### src/rtl/addsub_pkg.sv
// addsub_pkg: shared types and width helpers for the pipelined adder/subtractor
package addsub_pkg;
  localparam int DEF_WIDTH = 16;
  localparam int DEF_STAGES = 4;
  typedef enum logic {OP_ADD = 1'b0, OP_SUB = 1'b1} op_e;
  typedef struct packed {
    logic cb;
    logic ovf;
    logic zero;
  } flags_t;
  function automatic int chunk_w(int w, int s);
    return w / s;
  endfunction
  function automatic int skew_w(int w, int s, int k);
    return w - (k + 1) * (w / s);
  endfunction
endpackage

### src/rtl/addsub_slice.sv
// addsub_slice: one CW-bit adder chunk with registered sum, carry, carry-into-MSB, zero and valid; ports: clk/rst_n, en (advance), v_in/a/b/c_in/z_in in, registered v_q/s_q/c_q/cm_q/z_q out
module addsub_slice #(
  parameter int CW = 4
) (
  input  logic          clk,
  input  logic          rst_n,
  input  logic          en,
  input  logic          v_in,
  input  logic [CW-1:0] a,
  input  logic [CW-1:0] b,
  input  logic          c_in,
  input  logic          z_in,
  output logic          v_q,
  output logic [CW-1:0] s_q,
  output logic          c_q,
  output logic          cm_q,
  output logic          z_q
);
  logic [CW:0] sum;
  logic cm;
  assign sum = {1'b0, a} + {1'b0, b} + {{CW{1'b0}}, c_in};
  // the MSB sum bit is a^b^carry_in, so the carry into the MSB falls out of it
  assign cm = a[CW-1] ^ b[CW-1] ^ sum[CW-1];
  always_ff @(posedge clk or negedge rst_n) begin
    if (!rst_n) begin
      v_q  <= 1'b0;
      s_q  <= '0;
      c_q  <= 1'b0;
      cm_q <= 1'b0;
      z_q  <= 1'b0;
    end else if (en) begin
      v_q <= v_in;
      if (v_in) begin
        s_q  <= sum[CW-1:0];
        c_q  <= sum[CW];
        cm_q <= cm;
        z_q  <= z_in & ~|sum[CW-1:0];
      end
    end
  end
endmodule

### src/rtl/addsub_pipe.sv
// addsub_pipe: STAGES-deep pipelined add/sub with valid/ready, carry/borrow, overflow and zero flags; ports: clk/rst_n, in_valid/in_ready/a/b/sub in side, out_valid/out_ready/result/cb/ovf/zero out side
module addsub_pipe
  import addsub_pkg::*;
#(
  parameter int WIDTH  = DEF_WIDTH,
  parameter int STAGES = DEF_STAGES
) (
  input  logic             clk,
  input  logic             rst_n,
  input  logic             in_valid,
  output logic             in_ready,
  input  logic [WIDTH-1:0] a,
  input  logic [WIDTH-1:0] b,
  input  logic             sub,
  output logic             out_valid,
  input  logic             out_ready,
  output logic [WIDTH-1:0] result,
  output logic             cb,
  output logic             ovf,
  output logic             zero
);
  localparam int CW = chunk_w(WIDTH, STAGES);
  logic stall;
  logic [WIDTH-1:0] bx;
  flags_t fl;
  assign stall = out_valid & ~out_ready;
  assign in_ready = ~stall;
  assign bx = b ^ {WIDTH{sub == OP_SUB}};
  for (genvar k = 0; k < STAGES; k++) begin : g
    logic [CW-1:0] a_c, b_c, s_q;
    logic c_i, z_i, v_i, s_i, v_q, c_q, cm_q, z_q, sb;
    logic [(k+1)*CW-1:0] res;
    if (k == 0) begin : f
      assign a_c = a[CW-1:0];
      assign b_c = bx[CW-1:0];
      assign c_i = sub;
      assign z_i = 1'b1;
      assign v_i = in_valid;
      assign s_i = sub;
      assign res = s_q;
    end else begin : f
      logic [k*CW-1:0] lo;
      assign a_c = g[k-1].sk.a_hi[CW-1:0];
      assign b_c = g[k-1].sk.b_hi[CW-1:0];
      assign c_i = g[k-1].c_q;
      assign z_i = g[k-1].z_q;
      assign v_i = g[k-1].v_q;
      assign s_i = g[k-1].sb;
      always_ff @(posedge clk or negedge rst_n) begin
        if (!rst_n) lo <= '0;
        else if (!stall && v_i) lo <= g[k-1].res;
      end
      assign res = {s_q, lo};
    end
    if (k < STAGES - 1) begin : sk
      localparam int HW = skew_w(WIDTH, STAGES, k);
      logic [HW-1:0] a_hi, b_hi, a_n, b_n;
      logic cm_unused;
      if (k == 0) begin : n
        assign a_n = a[WIDTH-1:CW];
        assign b_n = bx[WIDTH-1:CW];
      end else begin : n
        assign a_n = g[k-1].sk.a_hi[HW+CW-1:CW];
        assign b_n = g[k-1].sk.b_hi[HW+CW-1:CW];
      end
      always_ff @(posedge clk or negedge rst_n) begin
        if (!rst_n) begin
          a_hi <= '0;
          b_hi <= '0;
        end else if (!stall && v_i) begin
          a_hi <= a_n;
          b_hi <= b_n;
        end
      end
      assign cm_unused = cm_q;
    end
    always_ff @(posedge clk or negedge rst_n) begin
      if (!rst_n) sb <= 1'b0;
      else if (!stall && v_i) sb <= s_i;
    end
    addsub_slice #(.CW(CW)) u_slice (
      .clk(clk), .rst_n(rst_n), .en(!stall), .v_in(v_i), .a(a_c), .b(b_c),
      .c_in(c_i), .z_in(z_i), .v_q(v_q), .s_q(s_q), .c_q(c_q), .cm_q(cm_q), .z_q(z_q)
    );
  end
  assign out_valid = g[STAGES-1].v_q;
  assign result = g[STAGES-1].res;
  // carry out of an inverted-b subtraction is "no borrow", hence the XOR with sub
  assign fl = '{cb: g[STAGES-1].c_q ^ g[STAGES-1].sb,
                ovf: g[STAGES-1].cm_q ^ g[STAGES-1].c_q,
                zero: g[STAGES-1].z_q};
  assign {cb, ovf, zero} = fl;
endmodule

### config.mk
export PLATFORM = sky130hd
export DESIGN_NAME = addsub_pipe
export DESIGN_NICKNAME = d
export VERILOG_FILES = /design/src/rtl/addsub_pkg.sv /design/src/rtl/addsub_slice.sv /design/src/rtl/addsub_pipe.sv
export SDC_FILE = /design/constraint.sdc
export NUM_CORES = 1
export LEC_CHECK = 0
export ABC_AREA = 0
export CORE_MARGIN = 2
export CORE_UTILIZATION = 30
export DETAILED_ROUTE_END_ITERATION = 10
export REMOVE_ABC_BUFFERS = 1
export SLEW_MARGIN = 0
export SYNTH_ARGS = -nofsm -noshare
export SYNTH_HDL_FRONTEND = slang
export SYNTH_SLANG_ARGS = --single-unit
### constraint.sdc
create_clock -name clk -period 2.77 [get_ports clk]
set_clock_uncertainty 0.1 [all_clocks]
set_input_delay 0.554 -clock clk [delete_from_list [all_inputs] [get_ports clk]]
set_output_delay 0.554 -clock clk [all_outputs]
set_load 0.05 [all_outputs]
# After elaboration in Yosys (flattened, before gate mapping)
# Cells that the tools add are included.
word_totals:
  out_inout_bits: 21
  regBits: 105
  ram_bits: 0
  latchBits: 0
  n_memories: 0
  romBits: 0
  wordCells: 66
  in_bits: 37
op_classes:
  n_mul: 0
  n_reduce_logical: 17
  order_cmp: 0
  n_shift: 0
  n_div: 0
  bitwise: 11
  eq_ne: 0
  muxes: 0
  n_addsub: 8
ops:
  columns: ["operator", "n"]
  rows:
  - ["adder 4 x 4 -> 5 bit", 4]
  - ["adder 5 x 1 -> 5 bit", 4]
  - ["OR reduction 4 bit", 4]
  - ["XOR 16 bit", 1]
  - ["AND reduction 2 bit", 4]
  - ["zero test 1 bit", 5]
  - ["AND 1 bit", 4]
  - ["logical AND 1 bit", 4]
  - ["XOR 1 bit", 4]
  - ["inverter 1 bit", 2]

# Depth between registers and ports, before layout
depth:
  depth_word: 5
  ltp_mapped: 9
  ltp_nobuf: 7

# Modules after synthesis
# From an unflattened synthesis, not the netlist that was laid out.
unflattened:
  cells_unflattened: 345
  hier_area_um2: 5022.3
modules_own_cells:
  columns: ["mod", "area_per_inst_um2", "n_inst", "seq_area_each_um2", "cells_each"]
  rows:
  - ["addsub_pipe", 3290.7, 1, 1901.8, 185]
  - ["addsub_slice", 432.9, 4, 200.2, 40]

# Least setup slack after synthesis
# Ideal clock, no wire load.
synth_path:
  path_kind: "input -> register"
  startpoint: "in sub"
  endpoint: "reg g[0].u_slice.s_q[3]"
  setup_time_ns: 0.125
  arrival_time_ns: 2.113
  cell_stages: 8
  path_buffers: 2
  path_slack_ns: 0.432
  t_required_ns: 2.545
  path_cell_list: "buf_2 -> buf_2 -> xor2_1 -> ha_1 -> a21oi_1 -> o21ai_0 -> xor2_1 -> mux2_2"
synth_via:
  elab_chain_len: 3
synth_lines:
  columns: ["item", "line_no", "source"]
  rows:
  - ["start: declaration", "addsub_pipe.sv:14", "input logic sub,"]
  - ["XOR 16 bit", "addsub_pipe.sv:28", "assign bx = b ^ {WIDTH{sub == OP_SUB}};"]
  - ["adder 4 x 4 -> 5 bit", "addsub_slice.sv:21", "assign sum = {1'b0, a} + {1'b0, b} + {{CW{1'b0}}, c_in};"]
  - ["adder 5 x 1 -> 5 bit *", "addsub_slice.sv:21", null]
  - ["end signal: assignment", "addsub_slice.sv:34", "s_q <= sum[CW-1:0];"]
  - ["end: declaration", "addsub_slice.sv:14", "output logic [CW-1:0] s_q,"]
# Mark *: on every way between the ends. The rest lies on a longest branch, timed or not.
# A chain may end at the register's enable or synchronous reset.

# Worst setup path in the final report
layout_path:
  startpoint: "reg g[3].u_slice.c_q"
  endpoint: "out ovf"
layout_via:
  elab_chain_len: 1
layout_lines:
  columns: ["item", "line_no", "source"]
  rows:
  - ["start: declaration", "addsub_slice.sv:15", "output logic c_q,"]
  - ["start signal: assignment", "addsub_slice.sv:35", "c_q <= sum[CW];"]
  - ["XOR 1 bit", "addsub_pipe.sv:90", "ovf: g[STAGES-1].cm_q ^ g[STAGES-1].c_q,"]
  - ["end: declaration", "addsub_pipe.sv:19", "output logic ovf,"]
# Every way passes these cells.

==> metrics.csv <==
metric,value,unit
power.total,6.77,mW
syn_inst,344,
critPathArrivalTime,1.72,ns
synth_commonest_cells,"105 x dfrtp_1, 62 x mux2_2, 39 x nand2_1",
synthFlopType,dfrtp_1,
cts_sinks,105,
grt_max_degree,56,
ctsHtreeMaxLevel,3,
worstPathMaxFanout,3,
cp-startpoint,g[3].u_slice.c_q,
fp.dieH,128,µm
p_per_area,1180,mW/mm²
p_leak,2.54,nW
netlist_area,0.00461,mm²
cts_setup_buffers,0,
ctsHoldBuffers,0,
critPathLaunchType,flip-flop,
gp_congestion,0.696,
yosysMostFrequentCell,dfrtp_1,
finalCritPeriodShare,85.8,%
grt_setup_unrepaired,false,
r2r_start,g[0].u_slice.c_q,
yosys.cell_types.count,28,
tightest_slew,0.636,ns
fp-row-count,45,
r2r-end,g[1].u_slice.z_q,
worstSetupPathType,flip-flop to output pin,
first_iter_violations,136,
status,"complete, no violations",
die_w,128,µm
fin_nets,462,
ir_worst_vdd,0.000341,V
start_util,30.5,%
drc_errors,0,
die-area,0.0164,mm²
clk_pin_slew,0.06,ns
antenna_found_initial,0,
synth_top_area_share,57.0,%
tritoncts,yes,
grt_pass1_vias,2762,
ys_warn_count,0,
synth-seq-cells,105,
grt_first_pass_wirelength,13.7,mm
cts-resized-gates,0,
pin_count,58,
final_antenna_net_count,0,
synth_seq_area_share,57.0,%
hpwl,6.05,mm
syn2layout_area_growth,24.1,%
cts_buffers,9,
fin_crit,2.38,ns
vias,2650,
fillCellCount,1486,
relSlewSlack,57.6,%
m1WireLength,3.69,mm
finish.utilization,37.9,%
drive_above_1_share,24.2,%
synth.avg_cell_area,13.4,µm²
vias_per_cell,4.44,
post_drt_wl_per_cell,13.8,µm
drt-pass1-iter-count,4,
crit_required,2.12,ns
synthArstFlopShare,100,%
reg2reg_slack,0.68,ns
setup-tns-final,0,ns
finalSetupViolCount,0,
wl_met3,309,µm
cts_max_path_buffers,2,
drt_wl_total,8.24,mm
wl_met2,4.11,mm
crit_path_end_kind,output pin,
rr_worst_depth,5,
maxCapViolCount,0,
grt_overflow,0,
clock_latency,0.34,ns
worstHoldPathType,input pin to asynchronous set/reset pin,
synth-edff-count,0,
cts_root_buffer,clkbuf_16,
fmax,0.421,GHz
grt_use_total,11.0,%
portBuffers,57,
finalHoldViolations,0,
yosysTopAreaCell,dfrtp_1,
diodes,0,
synth_area_leaders,"dfrtp_1 57%, mux2_2 15%, ha_1 3.5%",
core_area,0.0151,mm²
routed.top_layer,met4,
maxSlewViolCount,0,
state kept, by name, summed over array words and instances (netlist names):
| register | count |
|---|---|
| g.u_slice.s_q | 16 |
| g.u_slice.v_q | 4 |
| g.u_slice.cm_q | 1 |
| g.u_slice.z_q | 4 |
| g.u_slice.c_q | 4 |
| g.sk.b_hi | 24 |
| g.sb | 4 |
| g.sk.a_hi | 24 |
| g.f.lo | 24 |
per-stage QoR:
stage,std cells,hold slack (ns),setup slack [ns],cell area (µm²)
after floorplan,329,0.158,0.442,4510
after global placement,582,0.362,0.239,5400
after detailed placement,582,0.369,0.182,5400
after CTS,597,0.148,0.358,5720
after global routing,597,0.188,0.323,5720
final,597,0.133,0.393,5720
metal layers:
metal / up-vias / track usage (%)
met1: 1314 / 13.4
met3: 11 / 3.17
met5: - / 0
li1: 1283 / -
met4: 0 / 4.07
met2: 42 / 18.4
critical path: stages (launching register included):
cell             delay (ns)
dfrtp_1                0.41
xor2_1                 0.16
clkdlybuf4s50_1        0.82
power breakdown:
part / internal (mW) / switching, mW
logic: 1.35 / 1.49
registers: 2.20 / 0.374
clock network: 0.815 / 0.541
total: 4.37 / 2.40
worst max path at each step:
stage	to
2_1_floorplan	g[1].f.lo[0]
3_3_place_gp	g[0].u_slice.s_q[3]
3_5_place_dp	g[0].u_slice.s_q[3]
4_1_cts	ovf
5_1_grt	ovf
6_report	ovf
logic make-up after synthesis:
family                   count (synthesis)  synth area share (%)
AO/OA/AOI/OAI                           46                  5.57
XOR/XNOR                                26                  4.94
adder cells (fa/ha/maj)                 20                  6.57
buffers and inverters                   25                  2.88
flip-flops                             105                  57.0
multiplexers                            72                  18.3
AND/OR/NAND/NOR                         50                  4.67
cells in the final DEF (no fill, tap or decap), types with 3 or more instances in the layout:
cell type,n
xor2_1,10
nand2_1,39
dfrtp_1,105
xnor2_1,16
o21ai_0,28
nor2_1,3
a21o_1,6
ha_1,13
mux2_2,62
clkdlybuf4s50_1,55
a21oi_1,8
clkbuf_16,9
inv_1,9
mux2_4,9
fa_1,7
buf_4,8
final cells by class:
cell class	instances	area [µm²]	area share, %
flip-flops and latches	105	2630	46.0
inverters	10	37.5	0.657
clock inverters	4	76.3	1.34
well taps	188	235	4.12
repair buffers	65	651	11.4
clock buffers	11	243	4.25
multi-input cells	214	1850	32.3
Power figures use the tool's default switching activity.
